## config.mk

```make
export PLATFORM = sky130hd
export DESIGN_NAME = cpu_core
export DESIGN_NICKNAME = d
export VERILOG_FILES = /design/src/rtl/cpu_core_pkg.sv /design/src/rtl/cpu_core_alu.sv /design/src/rtl/cpu_core.sv
export SDC_FILE = /design/constraint.sdc
export NUM_CORES = 1
export LEC_CHECK = 0
export ABC_AREA = 0
export ABC_CLOCK_PERIOD_IN_PS = 4000
export CAP_MARGIN = 20
export CELL_PAD_IN_SITES_DETAIL_PLACEMENT = 1
export CELL_PAD_IN_SITES_GLOBAL_PLACEMENT = 1
export CORE_AREA = 5 5 97 167
export CTS_CLUSTER_DIAMETER = 150
export CTS_CLUSTER_SIZE = 25
export DETAILED_ROUTE_END_ITERATION = 8
export DIE_AREA = 0 0 102 172
export GPL_TIMING_DRIVEN = 0
export PLACE_DENSITY = 0.86
export RECOVER_POWER = 25
export SLEW_MARGIN = 5
export SYNTH_ARGS = -nofsm -noshare
export SYNTH_HDL_FRONTEND = slang
export SYNTH_SLANG_ARGS = --single-unit
```

## constraint.sdc

```tcl
create_clock -name clk -period 4 [get_ports clk]
set_clock_uncertainty 0.15 [all_clocks]
set_input_delay 0.4 -clock clk [delete_from_list [all_inputs] [get_ports clk]]
set_output_delay 0.4 -clock clk [all_outputs]
set_load 0.01 [all_outputs]
```

## src/rtl/cpu_core_pkg.sv

```systemverilog
// Shared types and encodings for cpu_core: FSM states, instruction classes, ALU ops,
// jump conditions and the HALT encoding.
package cpu_core_pkg;

   typedef enum logic [2:0] {
      StFetch,
      StDecode,
      StExec,
      StOpnd,
      StMem,
      StHalt
   } state_e;

   localparam logic [1:0] ClsAlu   = 2'b00;
   localparam logic [1:0] ClsLoad  = 2'b01;
   localparam logic [1:0] ClsStore = 2'b10;
   localparam logic [1:0] ClsJump  = 2'b11;

   typedef enum logic [2:0] {
      AluAdd,
      AluSub,
      AluAnd,
      AluOr,
      AluXor,
      AluMov,
      AluShl,
      AluShr
   } alu_op_e;

   localparam logic [2:0] JmpAlways = 3'b000;
   localparam logic [2:0] JmpZ      = 3'b001;
   localparam logic [2:0] JmpNz     = 3'b010;
   localparam logic [2:0] JmpC      = 3'b011;

   localparam logic [7:0] InstrHalt = 8'h00;

   // Reserved conditions (f[2] set) never report taken.
   function automatic logic jump_taken(input logic [2:0] cond, input logic z, input logic c);
      logic taken;
      case (cond)
         JmpAlways: taken = 1'b1;
         JmpZ:      taken = z;
         JmpNz:     taken = ~z;
         JmpC:      taken = c;
         default:   taken = 1'b0;
      endcase
      return taken;
   endfunction

endpackage

```

## src/rtl/cpu_core_alu.sv

```systemverilog
// Combinational ALU for cpu_core: result = a op b with zero and carry/borrow/shift-out flags.
module cpu_core_alu
   import cpu_core_pkg::*;
#(
   parameter int unsigned DATA_W = 8
) (
   input  alu_op_e           op,
   input  logic [DATA_W-1:0] a,
   input  logic [DATA_W-1:0] b,
   output logic [DATA_W-1:0] result,
   output logic              z,
   output logic              c
);

   logic [DATA_W:0] wide;

   always_comb begin
      wide   = '0;
      result = '0;
      c      = 1'b0;
      unique case (op)
         AluAdd: begin
            wide   = {1'b0, a} + {1'b0, b};
            result = wide[DATA_W-1:0];
            c      = wide[DATA_W];
         end
         AluSub: begin
            // The extended MSB is set exactly when b > a, i.e. a borrow.
            wide   = {1'b0, a} - {1'b0, b};
            result = wide[DATA_W-1:0];
            c      = wide[DATA_W];
         end
         AluAnd: result = a & b;
         AluOr:  result = a | b;
         AluXor: result = a ^ b;
         AluMov: result = b;
         AluShl: begin
            result = {b[DATA_W-2:0], 1'b0};
            c      = b[DATA_W-1];
         end
         AluShr: begin
            result = {1'b0, b[DATA_W-1:1]};
            c      = b[0];
         end
         default: ;
      endcase
      z = (result == '0);
   end

endmodule

```

## src/rtl/cpu_core.sv

```systemverilog
// Multi-cycle CPU core: 8-bit instructions, eight registers (r0 = accumulator), req/ack memory
// port. Define CPU_CORE_TRAP_EN to halt with trap=1 on a reserved jump condition.
module cpu_core
   import cpu_core_pkg::*;
#(
   parameter int unsigned DATA_W = 8,
   parameter int unsigned ADDR_W = 8
) (
   input  logic              clk,
   input  logic              rst,
   output logic              mem_req,
   output logic              mem_we,
   output logic [ADDR_W-1:0] mem_addr,
   output logic [DATA_W-1:0] mem_wdata,
   input  logic [DATA_W-1:0] mem_rdata,
   input  logic              mem_ack,
   output logic [ADDR_W-1:0] pc,
   output logic [DATA_W-1:0] acc,
   output logic              flag_z,
   output logic              flag_c,
   output logic              halted,
   output logic              trap
);

   state_e            state_q, state_d;
   logic [ADDR_W-1:0] pc_q, pc_d, pc_inc;
   logic [7:0]        ir_q, ir_d;
   logic [DATA_W-1:0] regs_q [8];
   logic [DATA_W-1:0] regs_d [8];
   logic              z_q, z_d, c_q, c_d, trap_q, trap_d;
   logic              req_q, req_d, we_q, we_d;
   logic [ADDR_W-1:0] addr_q, addr_d;
   logic [DATA_W-1:0] wdata_q, wdata_d;

   logic [1:0]        cls;
   logic [2:0]        fld_f, fld_s;
   logic              ack, reserved_trap;
   logic [ADDR_W-1:0] opnd_addr;
   logic [DATA_W-1:0] alu_res;
   logic              alu_z, alu_c;

   assign cls       = ir_q[7:6];
   assign fld_f     = ir_q[5:3];
   assign fld_s     = ir_q[2:0];
   assign ack       = req_q & mem_ack;
   assign pc_inc    = pc_q + ADDR_W'(1);
   assign opnd_addr = ADDR_W'(mem_rdata);

`ifdef CPU_CORE_TRAP_EN
   assign reserved_trap = fld_f[2];
`else
   assign reserved_trap = 1'b0;
`endif

   cpu_core_alu #(
      .DATA_W(DATA_W)
   ) u_alu (
      .op    (alu_op_e'(fld_f)),
      .a     (regs_q[0]),
      .b     (regs_q[fld_s]),
      .result(alu_res),
      .z     (alu_z),
      .c     (alu_c)
   );

   always_comb begin
      state_d = state_q;
      pc_d    = pc_q;
      ir_d    = ir_q;
      regs_d  = regs_q;
      z_d     = z_q;
      c_d     = c_q;
      trap_d  = trap_q;
      req_d   = req_q;
      we_d    = we_q;
      addr_d  = addr_q;
      wdata_d = wdata_q;

      unique case (state_q)
         StFetch: begin
            // Only the first fetch after reset arrives here without a request in flight.
            if (!req_q) begin
               req_d  = 1'b1;
               we_d   = 1'b0;
               addr_d = pc_q;
            end else if (mem_ack) begin
               ir_d    = mem_rdata[7:0];
               pc_d    = pc_inc;
               req_d   = 1'b0;
               state_d = StDecode;
            end
         end
         StDecode: begin
            if (ir_q == InstrHalt) begin
               state_d = StHalt;
            end else if (cls == ClsAlu) begin
               state_d = StExec;
            end else begin
               state_d = StOpnd;
               req_d   = 1'b1;
               we_d    = 1'b0;
               addr_d  = pc_q;
            end
         end
         StExec: begin
            regs_d[0] = alu_res;
            z_d       = alu_z;
            c_d       = alu_c;
            state_d   = StFetch;
            req_d     = 1'b1;
            we_d      = 1'b0;
            addr_d    = pc_q;
         end
         StOpnd: begin
            if (ack) begin
               pc_d  = pc_inc;
               req_d = 1'b0;
               we_d  = 1'b0;
               if (cls == ClsJump) begin
                  if (reserved_trap) begin
                     trap_d  = 1'b1;
                     state_d = StHalt;
                  end else begin
                     if (jump_taken(fld_f, z_q, c_q)) begin
                        pc_d = opnd_addr;
                     end
                     state_d = StFetch;
                     req_d   = 1'b1;
                     addr_d  = pc_d;
                  end
               end else begin
                  state_d = StMem;
                  req_d   = 1'b1;
                  we_d    = (cls == ClsStore);
                  addr_d  = opnd_addr;
                  if (cls == ClsStore) begin
                     wdata_d = regs_q[fld_f];
                  end
               end
            end
         end
         StMem: begin
            if (ack) begin
               if (cls == ClsLoad) begin
                  regs_d[fld_f] = mem_rdata;
               end
               state_d = StFetch;
               req_d   = 1'b1;
               we_d    = 1'b0;
               addr_d  = pc_q;
            end
         end
         StHalt: ;
         default: begin
            state_d = StFetch;
            req_d   = 1'b0;
            we_d    = 1'b0;
         end
      endcase
   end

   always_ff @(posedge clk or posedge rst) begin
      if (rst) begin
         state_q <= StFetch;
         pc_q    <= '0;
         ir_q    <= '0;
         z_q     <= 1'b0;
         c_q     <= 1'b0;
         trap_q  <= 1'b0;
         req_q   <= 1'b0;
         we_q    <= 1'b0;
         addr_q  <= '0;
         wdata_q <= '0;
         for (int i = 0; i < 8; i++) begin
            regs_q[i] <= '0;
         end
      end else begin
         state_q <= state_d;
         pc_q    <= pc_d;
         ir_q    <= ir_d;
         z_q     <= z_d;
         c_q     <= c_d;
         trap_q  <= trap_d;
         req_q   <= req_d;
         we_q    <= we_d;
         addr_q  <= addr_d;
         wdata_q <= wdata_d;
         regs_q  <= regs_d;
      end
   end

   assign mem_req   = req_q;
   assign mem_we    = we_q;
   assign mem_addr  = addr_q;
   assign mem_wdata = wdata_q;
   assign pc        = pc_q;
   assign acc       = regs_q[0];
   assign flag_z    = z_q;
   assign flag_c    = c_q;
   assign halted    = (state_q == StHalt);
   assign trap      = trap_q;

endmodule
```

==> results.md <==
- CTS buffer count: 9
- Post-Syn Nets: 719
- Post-Synth Simple-Gate Area: 0.125
- Final max-slew violation count: 106
- Vias: 6289
- Failing checks: capacitance limit, slew limit
- Pwr/cell area: 803 nW/µm²
- Clock Tree Buf Depth: 2
- Drt wl/cell: 27.2 µm
- HPWL Detailed: 18300 µm
- Largest family of logic cells by synthesized area: multiplexers
- Post-Synth Adder-Cell Area: 0.0521
- Initial antenna violation count: 0
- Worst VDD drop: 0.000467 V
- Drt pass-1 iters: 5
- Crit Path Max Fanout: 9
- Xor and xnor area share after synthesis: 0.00517
- Power after layout: 6.44 mW
- Pleak: 3.53 nW
- Synth unique cells: 66
- Core ar.: 14700 µm²
- Tot GR Track Use: 0.297
- Tcrit/Tclk final: 0.982
- Remaining global-route overflow: 0
- Sw Pwr: 2.99 mW
- Die Wd: 102 µm
- Post-Synthesis Cell Area: 6770 µm²
- Pint: 3.45 mW
- FILL cells: 1612
- Final setup violation count: 0
- Port buffer count: 47
- Max cap viols: 2
- TritonCTS Sinks: 103
- Top cells by area, synth: dfrtp_1 (38%), mux2_2 (12%), mux4_2 (6.3%), ha_1 (4.6%), a21oi_1 (4.2%)
- Setup TNS: 0 ns
- Synth-to-layout area growth: 18.5%
- Post-synth EDFFs: 0
- ANT nets after route: 0
- Initial drt markers: 664
- GPL Wtd Cong: 0.980
- Critical path's slowest cell: mux4_1
- Final #Nets: 791
- Sw frac: 0.464
- Reg area: 2580 µm²
- I/O pins: 49
- Hold Path Class: reg2reg
- Die height: 172 µm
- Synth Area in Compound Gates: 0.169
- Part of the power in registers: 0.263
- Synth async-reset ratio: 1.00
- Run status: finished with violations
- Die area: 17500 µm²
- DRC: 0
- Area of the multi-input gates: 3910 µm²
- Arr. time, crit path: 4.07 ns
- Final worst path period need: 3.93 ns
- Latest clock arrival within the worst-skew pair: 0.35 ns
- Antenna Cells: 0
- Vias/cell: 6.68
- Clock power frac: 0.153
- Starting Density: 0.461
- Vias in the first global route: 6909
- Worst-Margin Slew: 1.79 ns
- CP startpoint kind: flip-flop
- Syn_area_per_cell: 9.95 µm²
- WS Path Type: reg2reg
- Top post-synthesis cells by count: dfrtp_1 (103), mux2_2 (72), nor2_1 (61)
- Register area share after synthesis: 0.381
- Mux contribution to synthesized area: 0.211
- Clock transition at path regs: 0.08 ns
- YS warnings: 0
- Crit end category: flip-flop
- Hold Violations, Final: 0
- Post-synthesis cell type with the largest combined area: dfrtp_1
- CP Cell Sequence: buf_8 -> buf_4 -> mux4_1 -> mux2i_4 -> ha_1 -> buf_2 -> a21oi_2 -> o211ai_1 -> and4_1 -> o311a_1 -> o32a_1 -> and4bb_1 -> a32o_2
- Logic gate share of total power: 0.583
- Synth Instances: 681
- Row count: 59
- Final WL: 25600 µm
- First-pass GRT wire length: 39000 µm
- Top FF cell, synth: dfrtp_1
- H-Tree Depth: 3
- Top cell type's share of synthesized area: 0.381
- CP peak stage delay: 0.59 ns
- Slew headroom: -0.191
- Count leader, synth: dfrtp_1
- Largest net degree at the start of global routing: 71
- TritonCTS clock tree: done
- Layout cells sized above 1: 0.222
- Seq cells post-synth: 103
- CTS root buf: clkbuf_16
- CP required: 4.15 ns
- Peak Freq: 0.255 GHz
[state kept, by name, indices dropped and copies added, names as in the netlist, 3 cells and up]
name,flops
acc,8
mem_addr,8
mem_wdata,8
regs_q,56
state_q,3
ir_q,8
pc,8
[what timing repair did]
item / CTS / global route
gates resized for setup: 6 / 14
buffers inserted: 3 / 9
pin swaps: 0 / 7
hold buffers: 0 / 0
setup endpoints to repair: 4 / 3
[power groups by stage]
stage / sequential (mW) / clock [mW] / combinational (mW)
global route: 1.72 / 1.04 / 3.99
global placement: 1.64 / 0 / 3.33
floorplan: 1.62 / 0 / 2.21
finish: 1.70 / 0.989 / 3.76
detailed placement: 1.68 / 0 / 3.47
CTS: 1.67 / 0.995 / 3.58
[logic make-up after synthesis]
group,after synthesis
and+or+nand+nor,179
AOI/OAI and AO/OA,175
muxes,105
DFF,103
buffers and inverters,87
adders and majority gates,27
xor gates and xnor gates,4
other,1
[through the flow]
| step | instances | setup WS (ns) | hold slack (ns) | instance area [µm²] | utilization |
|---|---|---|---|---|---|
| 3_5_place_dp | 914 | -0.383 | 0.351 | 7530 | 0.512 |
| 4_1_cts | 933 | 0.00188 | 0.289 | 7920 | 0.539 |
| 2_1_floorplan | 681 | 0.351 | 0.339 | 6770 | - |
| 5_1_grt | 941 | -0.0183 | 0.385 | 8030 | 0.547 |
| 6_report | 941 | 0.0727 | 0.358 | 8030 | 0.547 |
| 3_3_place_gp | 911 | -0.683 | 0.324 | 7470 | 0.509 |
[worst max-delay path, delay by kind of cell, from the launching register on]
kind	cells	cell delay (ns)
mux	2	0.85
buf+inv	3	0.46
simple gates	2	0.56
fa+ha+maj	1	0.28
compound gates	5	1.20
flops	1	0.37
[metal layers]
| metal | wire [µm] | global-route usage |
|---|---|---|
| met1 | 8600 | 0.302 |
| met5 | 0 | 0 |
| met4 | 2230 | 0.241 |
| met2 | 13300 | 0.529 |
| met3 | 1430 | 0.0408 |
[path summary, 6_finish.rpt]
kind / start / to / slack [ns] / cells after the start
worst max-delay path: ir_q[1] / flag_z / 0.07 / 13
worst min-delay path: mem_wdata[4] / mem_wdata[4] / 0.36 / 1
worst max register to register: ir_q[1] / flag_z / 0.07 / 13
worst min register to register: mem_wdata[4] / mem_wdata[4] / 0.36 / 1
max in group asynchronous: rst / ir_q[3] / 0.63 / 3
min in group asynchronous: rst / regs_q[54] / 0.71 / 2
[cell type report]
class                   instances  share of cell area
plain buffers                  52              0.0326
clock buffers                  10              0.0298
clock inverters                 6              0.0112
inverters                      33              0.0156
multi-input cells             491               0.486
flip-flops and latches        103               0.321
well taps                     183              0.0285
repair buffers                 63              0.0750
[cells in the final DEF, fill, tap and decap left out, types with 12 or more instances in the layout]
master and n:
ha_1 23, clkbuf_1 32, dfrtp_1 103, a221oi_1 13, a22oi_1 12, o21ai_0 26
inv_1 28, mux4_2 19, a21oi_1 55, nand3_1 21, mux2_2 71, nand2_1 46
nor2_1 60, clkdlybuf4s50_1 46, buf_4 22
Power figures use the tool's default switching activity.
